--- src/rtl/fifomult_gen.sv ---
// Operand-group multiplier: collects N_OPS parity-checked operands, multiplies them
// over N_OPS-1 cycles and queues {product, error} in an output FIFO. Macro FIFOMULT_GEN_SIGNED_EN selects signed math.
module fifomult_gen #(
  parameter int DATA_W    = 16,
  parameter int N_OPS     = 2,
  parameter int OUT_DEPTH = 4
) (
  input  logic                      clk,
  input  logic                      rst_n,
  input  logic [DATA_W-1:0]         data_in,
  input  logic                      data_in_parity,
  input  logic                      data_in_valid,
  output logic                      busy_out,
  output logic [N_OPS*DATA_W-1:0]   data_out,
  output logic                      data_out_parity,
  output logic                      data_out_valid,
  input  logic                      data_out_ready,
  output logic                      data_in_parity_error
);

  localparam int RES_W = N_OPS * DATA_W;
  localparam int PTR_W = $clog2(OUT_DEPTH);
  localparam int CNT_W = $clog2(N_OPS);
  localparam int ENT_W = RES_W + 1;

  typedef enum logic [1:0] {
    S_COLLECT = 2'd0,
    S_MUL     = 2'd1,
    S_PUSH    = 2'd2
  } state_t;

  function automatic logic parity_f(input logic [RES_W-1:0] v);
    return ^v;
  endfunction

  function automatic logic [RES_W-1:0] extend_f(input logic [DATA_W-1:0] v);
`ifdef FIFOMULT_GEN_SIGNED_EN
    return {{(RES_W-DATA_W){v[DATA_W-1]}}, v};
`else
    return {{(RES_W-DATA_W){1'b0}}, v};
`endif
  endfunction

  state_t                 r_state;
  state_t                 w_state_nxt;
  logic [CNT_W-1:0]       r_cnt;
  logic [DATA_W-1:0]      r_ops [N_OPS];
  logic [RES_W-1:0]       r_acc;
  logic                   r_err;
  logic [ENT_W-1:0]       r_mem [OUT_DEPTH];
  logic [PTR_W:0]         r_wptr;
  logic [PTR_W:0]         r_rptr;

  logic                   w_accept;
  logic                   w_perr;
  logic                   w_last_op;
  logic                   w_last_mul;
  logic [CNT_W-1:0]       w_mul_idx;
  logic                   w_full;
  logic                   w_empty;
  logic                   w_push;
  logic                   w_pop;
  logic [RES_W-1:0]       w_result;
  logic [ENT_W-1:0]       w_head;

  assign w_accept   = data_in_valid && (r_state == S_COLLECT);
  assign w_perr     = parity_f(RES_W'(data_in)) ^ data_in_parity;
  assign w_last_op  = (r_cnt == CNT_W'(N_OPS - 1));
  assign w_last_mul = (r_cnt == CNT_W'(N_OPS - 2));
  assign w_mul_idx  = r_cnt + CNT_W'(1);
  assign w_empty    = (r_wptr == r_rptr);
  assign w_full     = (r_wptr[PTR_W] != r_rptr[PTR_W]) &&
                      (r_wptr[PTR_W-1:0] == r_rptr[PTR_W-1:0]);
  assign w_push     = (r_state == S_PUSH) && !w_full;
  assign w_pop      = !w_empty && data_out_ready;
  assign w_result   = r_err ? {RES_W{1'b0}} : r_acc;
  assign w_head     = r_mem[r_rptr[PTR_W-1:0]];

  // State register
  always_ff @(posedge clk or negedge rst_n) begin
    if (!rst_n) begin
      r_state <= S_COLLECT;
    end else begin
      r_state <= w_state_nxt;
    end
  end

  // Next-state decode
  always_comb begin
    w_state_nxt = r_state;
    case (r_state)
      S_COLLECT: begin
        if (w_accept && w_last_op) begin
          w_state_nxt = S_MUL;
        end else begin
          w_state_nxt = S_COLLECT;
        end
      end
      S_MUL: begin
        if (w_last_mul) begin
          w_state_nxt = S_PUSH;
        end else begin
          w_state_nxt = S_MUL;
        end
      end
      S_PUSH: begin
        if (!w_full) begin
          w_state_nxt = S_COLLECT;
        end else begin
          w_state_nxt = S_PUSH;
        end
      end
      default: w_state_nxt = S_COLLECT;
    endcase
  end

  // Operand capture, error accumulation and iterative multiply
  always_ff @(posedge clk or negedge rst_n) begin
    if (!rst_n) begin
      r_cnt <= '0;
      r_acc <= '0;
      r_err <= 1'b0;
      for (int i = 0; i < N_OPS; i++) begin
        r_ops[i] <= '0;
      end
    end else begin
      case (r_state)
        S_COLLECT: begin
          if (w_accept) begin
            r_ops[r_cnt] <= data_in;
            // The first operand seeds the accumulator and restarts the error flag
            if (r_cnt == '0) begin
              r_acc <= extend_f(data_in);
              r_err <= w_perr;
            end else begin
              r_err <= r_err | w_perr;
            end
            if (w_last_op) begin
              r_cnt <= '0;
            end else begin
              r_cnt <= r_cnt + CNT_W'(1);
            end
          end
        end
        S_MUL: begin
          // Full-width product of RES_W operands keeps the low RES_W bits, exact for both signednesses
          r_acc <= r_acc * extend_f(r_ops[w_mul_idx]);
          if (w_last_mul) begin
            r_cnt <= '0;
          end else begin
            r_cnt <= w_mul_idx;
          end
        end
        default: begin
          r_cnt <= '0;
        end
      endcase
    end
  end

  // FIFO pointers
  always_ff @(posedge clk or negedge rst_n) begin
    if (!rst_n) begin
      r_wptr <= '0;
      r_rptr <= '0;
    end else begin
      if (w_push) begin
        r_wptr <= r_wptr + (PTR_W+1)'(1);
      end
      if (w_pop) begin
        r_rptr <= r_rptr + (PTR_W+1)'(1);
      end
    end
  end

  // FIFO storage; contents are masked at the outputs while empty
  always_ff @(posedge clk) begin
    if (w_push) begin
      r_mem[r_wptr[PTR_W-1:0]] <= {w_result, r_err};
    end
  end

  assign busy_out             = (r_state != S_COLLECT);
  assign data_out_valid       = !w_empty;
  assign data_out             = w_empty ? {RES_W{1'b0}} : w_head[ENT_W-1:1];
  assign data_in_parity_error = w_empty ? 1'b0 : w_head[0];
  assign data_out_parity      = parity_f(data_out);

endmodule

--- config.mk ---
export PLATFORM = sky130hd
export DESIGN_NAME = fifomult_gen
export DESIGN_NICKNAME = d
export VERILOG_FILES = /design/src/rtl/fifomult_gen.sv
export SDC_FILE = /design/constraint.sdc
export NUM_CORES = 1
export LEC_CHECK = 0
export CORE_UTILIZATION = 65
export CTS_BUF_LIST = sky130_fd_sc_hd__clkbuf_4 sky130_fd_sc_hd__clkbuf_8
export DETAILED_ROUTE_END_ITERATION = 10
export GPL_TIMING_DRIVEN = 0
export PLACE_DENSITY = 0.85
export SLEW_MARGIN = 20
export SYNTH_ARGS = -nofsm -noshare
export SYNTH_HDL_FRONTEND = slang
export SYNTH_SLANG_ARGS = --single-unit
--- constraint.sdc ---
create_clock -name clk -period 7 [get_ports clk]
set_input_delay 2.1 -clock clk [delete_from_list [all_inputs] [get_ports clk]]
set_output_delay 2.1 -clock clk [all_outputs]
set_load 0.02 [all_outputs]
==> impl_metrics.toml <==
[critical_path]
cp_cell_sequence = "buf_12, buf_6, mux2_2, clkbuf_2, and2_1, fa_1, fa_1, ha_1, inv_1, fa_1, fa_1, inv_1, fa_1, ha_1, a21oi_1, o21ai_2, o211ai_1, nand3_1, a21o_1, a21oi_1, xor2_1, o21ai_0"
worstSetupPathType = "flip-flop to flip-flop"
arrival_ns = 7.35
reg2reg_to = "r_acc[19]"
crit_required_ns = 7.40
crit_buf_inv = 5
rr_worst_depth = 22
slowest_delay_ns = 0.56
r2r_slack_ns = 0.06
cp.depth = 22
startpoint = "r_cnt"
cp_top_family = "adder cells"
crit_top_cell = "fa_1"
crit_path_end_kind = "flip-flop"
crit_path_start_kind = "flip-flop"
r2r_start = "r_cnt"
crit_path_max_fanout = 10
critPathCapture = "r_acc[19]"
slowest_stage = "fa_1"

[floorplanning]
dieArea_sq_um = 31900
die_x_um = 178
initial_core_util_pct = 66.2
num_io_pins = 57
core-area_sq_um = 30600
row_count = 64
fp.dieH_um = 178

[sta]
max_slew_margin_pct = 44.6
finalCritPeriodShare_pct = 99.2
drv_slew = 0
final_hold_viol_count = 0
whs_ns = 0.488
setup-violations-final = 0
final_period_minus_worst_setup_slack_ns = 6.94
rsz0062_at_grt = "yes"
tightest_slew_ns = 0.828
fmax_ghz = 0.144
finClkSkew_ns = 0.0257

[synthesis]
synth-xor-area-share_pct = 4.44
ys_async_sr_fraction_pct = 35.9
avgSynthCellArea_sq_um = 10.5
synth-simple-area-share_pct = 14.7
synth-seq-cells = 206
synth.area.mux_share_pct = 5.54
synthFlopType = "edfxtp_1"
syn-num-nets = 2323
synth_area_leaders = "fa_1 (30%), edfxtp_1 (20%), dfrtp_1 (9.1%), inv_1 (6.5%), nand2_1 (6.0%)"
synthDistinctLibCells = 58
synth_area_sq_um = 20200
yosysSeqAreaShare_pct = 28.7
synth_top_family_by_area = "adder cells"
synth_edf_count = 132
synth_adder_area_share_pct = 34.4
yosysTopAreaCellShare_pct = 30.1
yosysWarnings = 0
synth_compound_area_share_pct = 3.71
yosysTopAreaCell = "fa_1"
synth_cells = 1928

[global_routing]
grt_max_degree = 58
antenna_found_initial = 1
grt_pass1_vias = 15200
globalRouteTotalUtil_pct = 35.9
grt_first_pass_wirelength_um = 84100
overflow = 0

[clocking]
clock_latency_ns = 0.57
numCtsBuffers = 29
cts.path.max_buffers = 3
clk_pin_slew_worst_paths_ns = 0.07
tritoncts = "done"
cts_hold_buf = 0
clock-sinks = 206
htree_levels = 1
root_buffer = "clkbuf_8"

[layout]
drive_gt1_share_pct = 9.06
postLayoutCellArea_sq_um = 22200
fin_util_pct = 72.7
mostFrequentLayoutCells = "inv_1 (350), nand2_1 (322), fa_1 (304)"
final_common_cell = "inv_1"
area_delta_synth_final_pct = 9.85
nNetsFinal = 2413

[routing]
wl_per_cell_um = 22.2
via_per_inst = 6.04
antenna_left = 0
vias = 14700
drtIter0Drc = 1586
drc = 0
drt-total-wl_um = 54200
first_pass_iters = 5

[place]
io_buffer_count = 56
dp_hpwl_um = 41300
gp_congestion = 0.941
postPlaceCellArea_sq_um = 21400

[worst_hold_path]
min_path_cells = 2
hold_class = "flip-flop to flip-flop"

[run]
maxCapViolCount = 0

[status]
status = "complete, no violations"
==> cells in the mapped netlist (all sizes together), types with 2 or more instances <==
| library cell | number |
|---|---|
| nand2b | 5 |
| ha | 70 |
| nand3 | 18 |
| o311ai | 2 |
| mux2 | 33 |
| a211oi | 6 |
| a211o | 2 |
| fa | 304 |
| inv | 350 |
| o31ai | 3 |
| nand3b | 3 |
| nor2 | 30 |
| xnor2 | 76 |
| o21ai | 32 |
| buf | 11 |
| nand2 | 322 |
| nor3 | 8 |
| nor3b | 2 |
| xor2 | 24 |
| o211ai | 7 |
| a21oi | 28 |
| and3 | 4 |
| or3 | 2 |
| a21boi | 2 |
| o21a | 6 |
| dfrtp | 74 |
| edfxtp | 132 |
| mux4 | 33 |
| clkbuf | 83 |
| and2 | 187 |
| a31oi | 13 |
| nor2b | 32 |
| a21o | 8 |
==> per-stage QoR <==
stage          setup slack [ns]  cells  TNS (ns)
4_1_cts                  0.0246   2437         0
3_3_place_gp             -0.585   2380     -3.31
6_report                 0.0576   2439         0
2_1_floorplan             0.566   1928         0
3_5_place_dp             -0.671   2385     -4.67
5_1_grt                 -0.0450   2437   -0.0614
==> sequential cells by signal, summed over array words and instances (netlist names) <==
| signal | flops |
|---|---|
| r_state | 2 |
| r_err | 1 |
| r_rptr | 3 |
| r_wptr | 3 |
| r_cnt | 1 |
| r_mem | 132 |
| r_ops | 32 |
| r_acc | 32 |
==> cells by family (layout without fill, tap and decap cells) <==
kind of cell | Yosys count | in the layout
compound gates | 119 | 119
fa+ha+maj | 374 | 374
other cells | 0 | 2
simple gates | 618 | 618
xor+xnor | 101 | 101
mux | 66 | 66
buf+inv | 444 | 557
flops | 206 | 206
==> worst min-delay path by stage <==
| stage | startpoint | endpoint | slack [ns] |
|---|---|---|---|
| 6_report | r_ops[27] | r_ops[27] | 0.49 |
| 5_1_grt | r_ops[17] | r_ops[17] | 0.51 |
| 4_1_cts | r_ops[21] | r_ops[21] | 0.48 |
| 3_5_place_dp | r_ops[21] | r_ops[21] | 0.46 |
| 3_3_place_gp | r_ops[31] | r_ops[31] | 0.45 |
| 2_1_floorplan | r_ops[31] | r_ops[31] | 0.44 |
==> what timing repair did <==
item	CTS	global route
buffers inserted	0	2
gates cloned	0	0
endpoints found under the setup margin	14	11
gates resized for setup	22	75
pin swaps	1	5
==> final cells by class <==
| type | instances | area (sq um) |
|---|---|---|
| inverters | 350 | 1310 |
| clock inverters | 10 | 46.3 |
| well taps | 396 | 495 |
| repair buffers | 63 | 711 |
| diodes | 2 | 5.00 |
| plain buffers | 90 | 483 |
| fillers | 2107 | 8350 |
| clock buffers | 44 | 549 |
| multi-input cells | 1278 | 12800 |
| flip-flops and latches | 206 | 5820 |
==> layer usage <==
| layer | wire length [um] | GRT usage (%) |
|---|---|---|
| met5 | 0 | 0 |
| met4 | 2500 | 13.8 |
| met3 | 5980 | 6.56 |
| met2 | 25300 | 56.1 |
| met1 | 20400 | 50.3 |
==> worst register-to-register path: cells and delay by family, from the launching register on <==
kind / cells / cell delay (ns)
flops: 1 / 0.46
compound gates: 6 / 1.42
fa+ha+maj: 7 / 3.01
mux: 1 / 0.43
simple gates: 2 / 0.62
buf+inv: 5 / 0.71
xor+xnor: 1 / 0.16
Power is not shown: default switching activity piles up to over one toggle a cycle in this logic, so the estimate is an artifact.
